$ cat config.mk
export PLATFORM = sky130hd
export DESIGN_NAME = cvxif_issue_initiator
export DESIGN_NICKNAME = d
export VERILOG_FILES = /design/src/rtl/cvxif_instr_pkg.sv /design/src/rtl/cvxif_id_table.sv /design/src/rtl/cvxif_issue_initiator.sv
export SDC_FILE = /design/constraint.sdc
export NUM_CORES = 1
export LEC_CHECK = 0
export CAP_MARGIN = 25
export CORE_AREA = 2 2 139 141
export DETAILED_ROUTE_END_ITERATION = 10
export DIE_AREA = 0 0 141 143
export PLACE_DENSITY = 0.69
export SYNTH_ARGS = -nofsm -noshare
export SYNTH_HDL_FRONTEND = slang
export SYNTH_SLANG_ARGS = --single-unit
$ cat constraint.sdc
create_clock -name clk_i -period 3.3 [get_ports clk_i]
set_input_delay 0.99 -clock clk_i [delete_from_list [all_inputs] [get_ports clk_i]]
set_output_delay 0.99 -clock clk_i [all_outputs]
set_load 0.05 [all_outputs]
$ cat src/rtl/cvxif_instr_pkg.sv
// rtl/cvxif_instr_pkg.sv - shared types for the CV-X-IF issue initiator
package cvxif_instr_pkg;

  typedef enum logic {
    ST_IDLE = 1'b0,
    ST_REQ  = 1'b1
  } issue_state_e;

  typedef struct packed {
    logic [31:0] instr;
  } issue_req_t;

  typedef struct packed {
    logic accept;
    logic writeback;
  } issue_resp_t;

  typedef struct packed {
    logic [31:0] data;
    logic [4:0]  rd;
    logic        we;
  } result_t;

  typedef struct packed {
    logic valid;
    logic wb;
  } id_entry_t;

  // A result only needs the register-file port when its entry is live and expects a write.
  function automatic logic needs_wb(input id_entry_t e, input logic we);
    return e.valid && e.wb && we;
  endfunction

endpackage

$ cat src/rtl/cvxif_id_table.sv
// rtl/cvxif_id_table.sv - outstanding-id table with lowest-free allocation
module cvxif_id_table
  import cvxif_instr_pkg::*;
#(
  parameter int unsigned IdWidth = 2
) (
  input  logic               clk,
  input  logic               rst,
  input  logic               alloc_en,
  input  logic [IdWidth-1:0] alloc_id,
  input  logic               alloc_wb,
  input  logic               free_en,
  input  logic [IdWidth-1:0] free_id,
  input  logic [IdWidth-1:0] lookup_id,
  output id_entry_t          lookup,
  output logic [IdWidth-1:0] lowest_free,
  output logic               full
);

  localparam int Depth = 1 << IdWidth;

  id_entry_t [Depth-1:0] entries_q;

  // Alloc and free never target the same id: only an invalid entry is allocated.
  always_ff @(posedge clk) begin
    if (rst) begin
      entries_q <= '0;
    end else begin
      if (free_en) begin
        entries_q[free_id].valid <= 1'b0;
      end
      if (alloc_en) begin
        entries_q[alloc_id].valid <= 1'b1;
        entries_q[alloc_id].wb    <= alloc_wb;
      end
    end
  end

  always_comb begin
    lowest_free = '0;
    full        = 1'b1;
    for (int i = Depth - 1; i >= 0; i--) begin
      if (!entries_q[i].valid) begin
        lowest_free = IdWidth'(i);
        full        = 1'b0;
      end
    end
  end

  assign lookup = entries_q[lookup_id];

endmodule

$ cat src/rtl/cvxif_issue_initiator.sv
// rtl/cvxif_issue_initiator.sv - offloads core instructions over CV-X-IF and routes results
module cvxif_issue_initiator
  import cvxif_instr_pkg::*;
#(
  parameter int unsigned IdWidth   = 2,
  parameter int unsigned NrRsPorts = 3
) (
  input  logic                       clk_i,
  input  logic                       rst_i,
  input  logic                       instr_valid_i,
  input  logic [31:0]                instr_i,
  input  logic [NrRsPorts-1:0][31:0] rs_i,
  output logic                       instr_ready_o,
  output logic                       issue_valid_o,
  output logic [31:0]                issue_instr_o,
  output logic [IdWidth-1:0]         issue_id_o,
  output logic [NrRsPorts-1:0][31:0] issue_rs_o,
  input  logic                       issue_ready_i,
  input  logic                       issue_accept_i,
  input  logic                       issue_writeback_i,
  input  logic [NrRsPorts-1:0]       issue_register_read_i,
  output logic                       accepted_o,
  output logic                       illegal_o,
  output logic [IdWidth-1:0]         accepted_id_o,
  input  logic                       result_valid_i,
  output logic                       result_ready_o,
  input  logic [IdWidth-1:0]         result_id_i,
  input  logic [31:0]                result_data_i,
  input  logic [4:0]                 result_rd_i,
  input  logic                       result_we_i,
  output logic                       wb_valid_o,
  input  logic                       wb_ready_i,
  output logic [4:0]                 wb_rd_o,
  output logic [31:0]                wb_data_o,
  output logic                       protocol_err_o
);

  issue_state_e               state_q, state_d;
  issue_req_t                 req_q;
  logic [NrRsPorts-1:0][31:0] rs_q;
  logic [IdWidth-1:0]         id_q;
  logic [IdWidth-1:0]         lowest_free;
  logic                       table_full;
  logic                       capture, alloc_en, accept_pulse, illegal_pulse;
  logic                       need_wb, free_en;
  id_entry_t                  res_entry;
  issue_resp_t                resp;
  result_t                    res;

  assign resp = '{accept: issue_accept_i, writeback: issue_writeback_i};
  assign res  = '{data: result_data_i, rd: result_rd_i, we: result_we_i};

  always_comb begin
    state_d       = state_q;
    capture       = 1'b0;
    alloc_en      = 1'b0;
    accept_pulse  = 1'b0;
    illegal_pulse = 1'b0;
    unique case (state_q)
      ST_IDLE: begin
        if (instr_valid_i && instr_ready_o) begin
          capture = 1'b1;
          state_d = ST_REQ;
        end
      end
      ST_REQ: begin
        // A rejected instruction never enters the table, so its id is free again.
        if (issue_ready_i) begin
          accept_pulse  = resp.accept;
          alloc_en      = resp.accept;
          illegal_pulse = !resp.accept;
          state_d       = ST_IDLE;
        end
      end
    endcase
  end

  always_ff @(posedge clk_i) begin
    if (rst_i) begin
      state_q <= ST_IDLE;
      req_q   <= '0;
      rs_q    <= '0;
      id_q    <= '0;
    end else begin
      state_q <= state_d;
      if (capture) begin
        req_q.instr <= instr_i;
        rs_q        <= rs_i;
        id_q        <= lowest_free;
      end
    end
  end

  cvxif_id_table #(
    .IdWidth(IdWidth)
  ) u_id_table (
    .clk        (clk_i),
    .rst        (rst_i),
    .alloc_en   (alloc_en),
    .alloc_id   (id_q),
    .alloc_wb   (resp.writeback),
    .free_en    (free_en),
    .free_id    (result_id_i),
    .lookup_id  (result_id_i),
    .lookup     (res_entry),
    .lowest_free(lowest_free),
    .full       (table_full)
  );

  assign instr_ready_o = (state_q == ST_IDLE) && !table_full;
  assign issue_valid_o = (state_q == ST_REQ);
  assign issue_instr_o = req_q.instr;
  assign issue_id_o    = id_q;
  assign issue_rs_o    = rs_q;

  assign accepted_o    = accept_pulse && !rst_i;
  assign illegal_o     = illegal_pulse && !rst_i;
  assign accepted_id_o = accepted_o ? id_q : '0;

  // Results for stale ids are always consumed so a misbehaving coprocessor cannot stall us.
  assign need_wb        = needs_wb(res_entry, res.we);
  assign result_ready_o = !need_wb || wb_ready_i;
  assign free_en        = result_valid_i && result_ready_o && res_entry.valid;
  assign wb_valid_o     = result_valid_i && need_wb && !rst_i;
  assign wb_rd_o        = wb_valid_o ? res.rd : '0;
  assign wb_data_o      = wb_valid_o ? res.data : '0;
  assign protocol_err_o = result_valid_i && !res_entry.valid && !rst_i;

  always_ff @(posedge clk_i) begin
    if (!rst_i && issue_valid_o && issue_ready_i && !issue_accept_i) begin
      assert (issue_register_read_i == '0);
    end
  end

  assert property (@(posedge clk_i) disable iff (rst_i)
    (issue_valid_o && !issue_ready_i) |=>
      (issue_valid_o && $stable(issue_instr_o) && $stable(issue_id_o) && $stable(issue_rs_o)));

endmodule

==> results.json <==
{
  "slew_headroom_pct": 44.48,
  "syn2layout_area_growth_pct": 90.83,
  "cp.arrival_ns": 2.29,
  "crit_type": "in2out",
  "vias": 6816,
  "cp_num_buf_inv": 4,
  "multi_input_area_um2": 2985,
  "final_cell_mix": "clkdlybuf4s50_1 (302), nand3_1 (167), dfxtp_1 (139), a21oi_1 (133), o21ai_0 (129)",
  "reg2regPathDepth": 4,
  "die_w_um": 141,
  "ys_types": 28,
  "antenna_cells": 0,
  "antenna_left": 0,
  "cpMostUsedCell": "buf_6",
  "power.total_mw": 4.846,
  "row_count": 50,
  "drc": 0,
  "synth_area_per_cell_um2": 7.762,
  "placed_cells": 1267,
  "portBuffers": 351,
  "skew_ns": 0.01280,
  "clk_path_buf_depth": 2,
  "antenna_found_initial": 0,
  "clkSinkCount": 139,
  "first_pass_iters": 7,
  "insertion_delay_ns": 0.42,
  "ys_ff_latch": 139,
  "maxCapViolations": 0,
  "drive_gt1_share_pct": 14.60,
  "dp_hpwl_mm": 14.44,
  "ioPinCount": 355,
  "cp_max_fo": 10,
  "cp-end-kind": "output pin",
  "synth_area_um2": 5798,
  "tightest_slew_ns": 0.8328,
  "wirelength_mm": 23.13,
  "cp.depth": 6,
  "synth_seq_area_share_pct": 47.99,
  "seqCellArea_um2": 2783,
  "fmaxAchievable_ghz": 0.3047,
  "crit_family": "multiplexers",
  "fin_crit_ns": 3.282,
  "hold_depth": 2,
  "core_area_um2": 18580,
  "grt_pass1_vias": 6417,
  "dieArea_um2": 20160,
  "cts_tree": "yes",
  "worstPathCellList": "buf_4 > mux4_2 > buf_6 > buf_12 > nand2b_4 > buf_6",
  "hold_viol": 0,
  "finalCritPeriodShare_pct": 99.47,
  "final_cells": 1309,
  "rsz0062_at_grt": "yes",
  "cp.required_ns": 2.31,
  "status": "finished, final reports clean",
  "drt-initial-drc-count": 405,
  "gp_congestion": 0.7986,
  "finalSetupViolations": 0,
  "path_clk_slew_ns": 0.06,
  "die_y_um": 143,
  "synth_warnings": 0,
  "worst_setup_path_start_kind": "input pin",
  "track_usage_pct": 21.99,
  "htreeDepth": 4,
  "ctsHoldBuffers": 0,
  "hold_class": "reg2reg",
  "cts_buffers": 17,
  "power.density_nw_per_um2": 438.0,
  "syn-num-nets": 926,
  "viasPerCell": 5.207,
  "final.setup.tns_ns": 0,
  "grt_pass1_wl_mm": 35.27,
  "overflow": 0,
  "clockRootBuffer": "clkbuf_16",
  "peakVddDrop_uv": 330.7,
  "synth_cells": 747,
  "crit_slowest_cell": "mux4_2",
  "grt_max_degree": 82,
  "p_leak_nw": 3.842,
  "mostFrequentLayoutCell": "clkdlybuf4s50_1",
  "report.final.slew_viol_count": 0,
  "slowest_delay_ns": 0.58,
  "start_util_pct": 31.21,
  "wl_per_cell_um": 17.67,
  "fillCellCount": 1615,
  "nNetsFinal": 1241
}
routing by layer:
metal | global-route usage (%) | share of wire [%]
met5 | 0 | 0
met4 | 8.105 | 2.4
met3 | 6.506 | 6.7
met2 | 35.30 | 48
met1 | 28.09 | 43
flip-flops by register name, indices dropped and copies added (netlist names):
name and cells:
issue_valid_o 1, u_id_table.entries_q 8, issue_instr_o 32, issue_id_o 2, issue_rs_o 96
power breakdown:
group,total [mW],switching [mW],internal (mW)
clock,1.96,0.786,1.17
sequential,1.82,0.0445,1.77
combinational,1.07,0.618,0.451
total,4.85,1.45,3.40
through the flow:
| stage | utilization, % | area [µm²] | worst slack (ns) | hold slack (ns) |
|---|---|---|---|---|
| finish | 59.55 | 11060 | 0.01761 | 0.4719 |
| global route | 59.55 | 11060 | -0.01517 | 0.4888 |
| CTS | 59.11 | 10980 | 0.02126 | 0.4737 |
| detailed placement | 53.51 | 9942 | -0.3611 | 0.4653 |
| global placement | 53.51 | 9942 | -0.3245 | 0.4595 |
| floorplan | - | 5821 | -0.1260 | 0.4636 |
tightest hold or removal path: stages, from the launching register on:
cell	delay [ns]
dfxtp_1	0.30
o21ai_0	0.06
a21oi_1	0.06
logic make-up (layout without fill, tap and decap cells):
| family | count (synthesis) | count (layout) | share of synthesized area [%] |
|---|---|---|---|
| buf+inv | 87 | 415 | 6.215 |
| compound gates | 270 | 270 | 23.61 |
| mux | 6 | 6 | 1.467 |
| simple gates | 245 | 245 | 20.72 |
| flops | 139 | 139 | 47.99 |
layout make-up:
type | instances | share of cell area (%)
Tap cell | 234 | 2.646
Timing Repair Buffer | 381 | 39.65
Clock buffer | 19 | 4.094
Sequential cell | 139 | 25.15
Multi-Input combinational cell | 521 | 26.98
Clock inverter | 13 | 1.414
Inverter | 2 | 0.06785
what timing repair did:
action / in CTS / in global routing
gates cloned: 5 / 1
hold endpoints to repair: 0 / 0
gates resized for setup: 77 / 12
pin swaps: 10 / 6
endpoints found under the setup margin: 40 / 33
setup buffers: 4 / 0
Yosys cell counts:
library cell | n | area share (%)
a2111oi_0 | 1 | 0.15
a211oi_1 | 1 | 0.13
a21oi_1 | 133 | 11
and2_1 | 2 | 0.22
and3_1 | 1 | 0.11
and4_1 | 1 | 0.15
buf_1 | 5 | 0.32
buf_2 | 7 | 0.60
buf_6 | 2 | 0.39
clkbuf_1 | 63 | 4.1
clkbuf_2 | 8 | 0.69
dfxtp_1 | 139 | 48
inv_1 | 2 | 0.13
mux2i_1 | 4 | 0.69
mux4_2 | 2 | 0.78
nand2_1 | 8 | 0.52
nand2b_1 | 11 | 1.2
nand3_1 | 168 | 15
nand3b_1 | 3 | 0.39
nand4_1 | 1 | 0.11
nor2_1 | 42 | 2.7
nor2b_1 | 5 | 0.54
nor3_1 | 2 | 0.17
o2111ai_1 | 1 | 0.15
o21a_1 | 1 | 0.13
o21ai_0 | 129 | 11
o22ai_1 | 4 | 0.43
or3_1 | 1 | 0.11
worst paths after layout:
kind,startpoint,endpoint,slack [ns]
min reg2reg,issue_rs_o[52],issue_rs_o[52],0.47
min,issue_rs_o[52],issue_rs_o[52],0.47
max,result_id_i[1],result_ready_o,0.02
max reg2reg,u_id_table.entries_q[1],issue_rs_o[69],1.44
(Power assumes the default switching activity.)
